### src/rtl/shift_register.sv
// Serial-in / serial-out shift register with a parallel view of its contents.
// Ports:
//   clk         - rising-edge clock, the only clock of the block
//   reset       - synchronous reset, active low (0 = reset)
//   data_in     - serial input bit, sampled on the rising edge of clk
//   data_out    - serial output, the bit about to leave the register
//   reg_content - current register contents
//   fill_cnt    - bits shifted in since reset, saturates at WIDTH
//   full        - 1 once WIDTH bits have been shifted in since reset
module shift_register #(
    parameter int                 WIDTH     = 4,
    parameter logic [WIDTH-1:0]   RESET_VAL = '0,
    parameter bit                 SHIFT_MSB = 1'b1,
    localparam int                CW        = $clog2(WIDTH + 1)
) (
    input  logic             clk,
    input  logic             reset,
    input  logic             data_in,
    output logic             data_out,
    output logic [WIDTH-1:0] reg_content,
    output logic [CW-1:0]    fill_cnt,
    output logic             full
);

    logic [WIDTH-1:0] r_reg;
    logic [CW-1:0]    r_cnt;
    logic             r_full;
    logic [WIDTH-1:0] w_next;

    // Direction is fixed at elaboration, so only one shifter is built.
    generate
        if (SHIFT_MSB) begin : g_msb
            assign w_next = {r_reg[WIDTH-2:0], data_in};
        end else begin : g_lsb
            assign w_next = {data_in, r_reg[WIDTH-1:1]};
        end
    endgenerate

    always_ff @(posedge clk) begin
        if (!reset) begin
            r_reg  <= RESET_VAL;
            r_cnt  <= '0;
            r_full <= 1'b0;
        end else begin
            r_reg <= w_next;
            // Count stops at WIDTH; full tracks the count reaching WIDTH
            // on this edge so it never lags fill_cnt.
            if (!r_full) begin
                r_cnt <= r_cnt + CW'(1);
            end
            if (r_cnt == CW'(WIDTH - 1)) begin
                r_full <= 1'b1;
            end
        end
    end

    assign data_out    = SHIFT_MSB ? r_reg[WIDTH-1] : r_reg[0];
    assign reg_content = r_reg;
    assign fill_cnt    = r_cnt;
    assign full        = r_full;

endmodule

### config.mk
export PLATFORM = sky130hd
export DESIGN_NAME = shift_register
export DESIGN_NICKNAME = d
export VERILOG_FILES = /design/src/rtl/shift_register.sv
export SDC_FILE = /design/constraint.sdc
export NUM_CORES = 1
export LEC_CHECK = 0
export ABC_CLOCK_PERIOD_IN_PS = 2600
export CORE_AREA = 5 5 42 44
export CTS_BUF_LIST = sky130_fd_sc_hd__clkbuf_2
export DETAILED_ROUTE_END_ITERATION = 6
export DIE_AREA = 0 0 47 49
export GPL_ROUTABILITY_DRIVEN = 0
export PLACE_DENSITY = 0.52
export SETUP_SLACK_MARGIN = 0.02
export SLEW_MARGIN = 30
export SYNTH_ARGS = -nofsm -noshare
export SYNTH_HDL_FRONTEND = slang
export SYNTH_SLANG_ARGS = --single-unit
### constraint.sdc
create_clock -name clk -period 2.6 [get_ports clk]
set_input_delay 0.52 -clock clk [delete_from_list [all_inputs] [get_ports clk]]
set_output_delay 0.52 -clock clk [all_outputs]
set_load 0.05 [all_outputs]
==> results.md <==
- Global routing finished with a remaining overflow of 0.
- The fraction of the mapped netlist area in compound gates is 0.06667.
- The final worst clock skew is 0.1806 ps.
- Clock-pin slew was measured on the worst setup and hold paths at 80 ps.
- The floorplan step set the die width to 47 µm.
- The number of distinct library cells after synthesis is 12.
- For this run, the top clock speed supported by timing is between 400 and 500 MHz.
- Setup violations remaining at the end of the flow were counted as 0.
- In this run the worst path has a maximum fanout of 6.
- The count of pins over their slew limit is 0.
- On the critical path, the stage with the largest delay is an instance of clkdlybuf4s50_1.
- Counting flops with an async set or reset pin after synthesis yields a share of 0.
- The floorplan step defined a core boundary enclosing 1401 µm².
- The total wire length after detailed routing is 532 µm.
- The cell total after placement is 50.
- For this configuration, the core starts out at a cell density of 0.2009.
- Traced cell by cell, the critical path runs through clkdlybuf4s50_1.
- The number of instances in the synthesized netlist is 24.
- In this run the most critical hold path is launched from reg_content[1].
- The worst register-to-register path has a depth of 4.
- The post-route non-filler standard cell count is 53.
- Dividing the final minimum period by the clock period gives 0.7818.
- In this run the number of H-tree levels came out at 1.
- The clock net in this run drives a total of 8 sinks.
- The initial antenna violation count is 0.
- Clock tree synthesis inserted a total of 3 buffers.
- The via count of the first global-routing pass is between 200 and 250.
- The detailed-route wire length on metal 1 is 179 µm.
- By area, the combinational part of the netlist is dominated by simple AND/OR/NAND/NOR gates.
- Once detail routing completed, the nets flagged for antenna violations numbered 0.
- The min-delay analysis places its worst path in the category reg2reg.
- When the netlist entered floorplanning its net count stood at 29.
- Once placement finished, the instance area stood at 404.1 µm².
- The count of buffers from port buffering is 11.
- Entering global routing, the biggest net connects 9 pins.
- The clock passes through at most 2 buffers.
- The share of synthesized cell area in and, or, nand and nor gates is 0.1689.
- The transition at the pin with the smallest max-transition slack is 496.4 ps.
- The area growth from synthesis to layout is 48.89%.
- The post-detailed-route via-to-cell ratio is around 3.7.
- The row count is 14.
- The total negative slack is 0 ps.
- The routed design uses 312 µm of met2 wire.
- In this run, post-CTS repair resized a total of 0 instances.
- The worst setup path is launched from a register.
- The vertical die dimension is between 40 and 50 µm.
- The register bit count reported by yosys is 8.
- The arrival time of data at the critical path endpoint is between 1500 and 2000 ps.
- Along the worst hold path, the cell count comes to 1.
- By area the synthesized netlist is led by dfxtp_1, and2_1, ha_1.
- The total inserted antenna cells is 0.
- Dividing total power by cell area gives a power density of 775.1 nW/µm².
- After detailed routing, the average wire length per cell comes to 10.04 µm.
- The warning count from the yosys run is 0.
- The xor/xnor share of the synthesized area is 0.03111.
- The share of layout cells above drive strength 1 is 0.1081.
- Setup repair after global routing left no endpoint under its margin.
- The kind of cell adding the most delay to the critical path is buffers and inverters.
- The routed layout has 196 vias.
- The critical path starts at full.
- The final count of hold timing violations is 0.
- The total of hold buffers inserted after clock tree synthesis is 0.
- Counting the fill cells in the layout gives 168.
- The flow ran to the end, and the final reports show no timing, DRC or antenna violations.
- Of the total synthesized cell area, the portion taken by full adders, half adders and majority gates is 0.08889.
- The minimum setup slack among reg-to-reg paths is 1360 ps.
- Clock latency on the worst-skew pair, taken at its later pin, is 230 ps.
- The starting DRC count in detailed routing is 1.
- In the final design database the tool counted 44 nets.
- After routing the design area is about 420 µm².
- The netlist area before placement is 281.5 µm².
- The boundary pin count is 12.
- The die covers 2303 µm².
- Each instance of the synthesized netlist takes up on average 11.73 µm².
- The routed length on met3 is 20 µm.
- The path with the worst hold slack has its endpoint at reg_content[2].
- The worst slew margin relative to its limit is 0.6680.
- The capture point of the worst reg-to-reg path is fill_cnt[2].
- The tightest hold path in the finished design has a slack of 461.9 ps.
- Of the synthesized area, sequential elements account for 0.5689.
- STA classifies the critical path endpoint as an output port.
- The worst vdd rail ir drop is 0.2874 mV.
- The number of buffers added for setup after CTS is 0.
- The global-route wire length before repair is 814 µm.
- The critical path class is reg2out.
- The fraction of synthesized area in multiplexers is 0.03556.
- The total of max-cap violations is 0.
- Signal routing reaches up to met4.
- STA puts the critical path data required time at 2080 ps.
- The root buffer cell chosen for the clock tree is clkbuf_2.
- The synthesized design spends more area on one cell type than any other, namely dfxtp_1.
- The most common cell in the synthesized netlist is dfxtp_1.
- The synthesized design contains 0 enable-type register cells.
- The clock tree from TritonCTS is done.
- The combined global-route utilization of all metal layers is 0.05505.
- For this run, the detailed router's first-pass iteration total came to 2.
- The number of remaining DRC errors is 0.
- The share of synthesized area in the top cell type comes to 0.5689.
- In this design, the stage delay of the slowest critical-path cell is 850 ps.
- The standby leakage power is 0.0001606 µW.
- The worst flop-to-flop path startpoint is fill_cnt[0].
- The prevailing post-synth register cell is dfxtp_1.
- The total buffers and inverters traversed by the critical path is 1.
- The final period demand of the worst path is 2033 ps.
- By count the netlist is led by dfxtp_1, and2_1, ha_1.
how the worst max path moves through the flow:
stage                   to  cells past startpoint  slack (ps)
2_1_floorplan  fill_cnt[2]                      4        1120
3_3_place_gp          full                      1         840
3_5_place_dp          full                      1         820
4_1_cts               full                      1         540
5_1_grt               full                      1         490
6_report              full                      1         570
state kept, by name (all words and copies together), names as in the netlist:
| register | cells |
|---|---|
| fill_cnt | 3 |
| full | 1 |
| reg_content | 4 |
layer usage:
| metal | global-route usage | vias to the layer above |
|---|---|---|
| met2 | 0.08145 | 4 |
| met4 | 0.06912 | 0 |
| met1 | 0.03982 | 88 |
| met5 | 0 | - |
| met3 | 0.03321 | 2 |
| li1 | - | 102 |
cell usage in the layout, fill, tap and decap left out:
cell,count
xnor2_1,1
ha_1,2
o21a_1,1
or2_1,1
nor2b_1,1
clkdlybuf4s50_1,11
nand2_1,1
a21boi_2,1
clkbuf_2,3
inv_1,1
dfxtp_1,8
and2_1,5
mux2i_1,1
metrics by stage:
stage / worst slack, ps / total power [µW] / utilization
after floorplan: 1121 / 220.6 / -
after global placement: 839.6 / 253.0 / 0.2884
after detailed placement: 818.3 / 258.5 / 0.2884
after CTS: 541.3 / 333.1 / 0.2991
after global routing: 490.4 / 343.7 / 0.2991
final: 567.4 / 324.9 / 0.2991
cell type report:
type | count | area [µm²] | share of cell area
sequential | 8 | 160.2 | 0.3821
inverter | 1 | 3.754 | 0.008955
clock buffer | 3 | 15.01 | 0.03582
multi-input combinational | 14 | 110.1 | 0.2627
timing repair buffer | 11 | 110.1 | 0.2627
tap | 16 | 20.02 | 0.04776
worst reg2reg max path, cell delays in order, from the launching register on:
cell	delay (ps)
dfxtp_1	340
ha_1	210
ha_1	280
or2_1	230
a21boi_2	130
cell families after synthesis:
family | Yosys count
AND/OR/NAND/NOR | 8
flip-flops | 8
AO/OA/AOI/OAI | 2
buffers and inverters | 2
adder cells (fa/ha/maj) | 2
XOR/XNOR | 1
multiplexers | 1
power by group:
part | switching [µW] | internal [µW] | total, µW
Sequential | 10.7 | 136 | 147
Clock | 40.0 | 31.5 | 71.5
Combinational | 65.0 | 41.9 | 107
Total | 116 | 209 | 325
(Power assumes the default switching activity.)
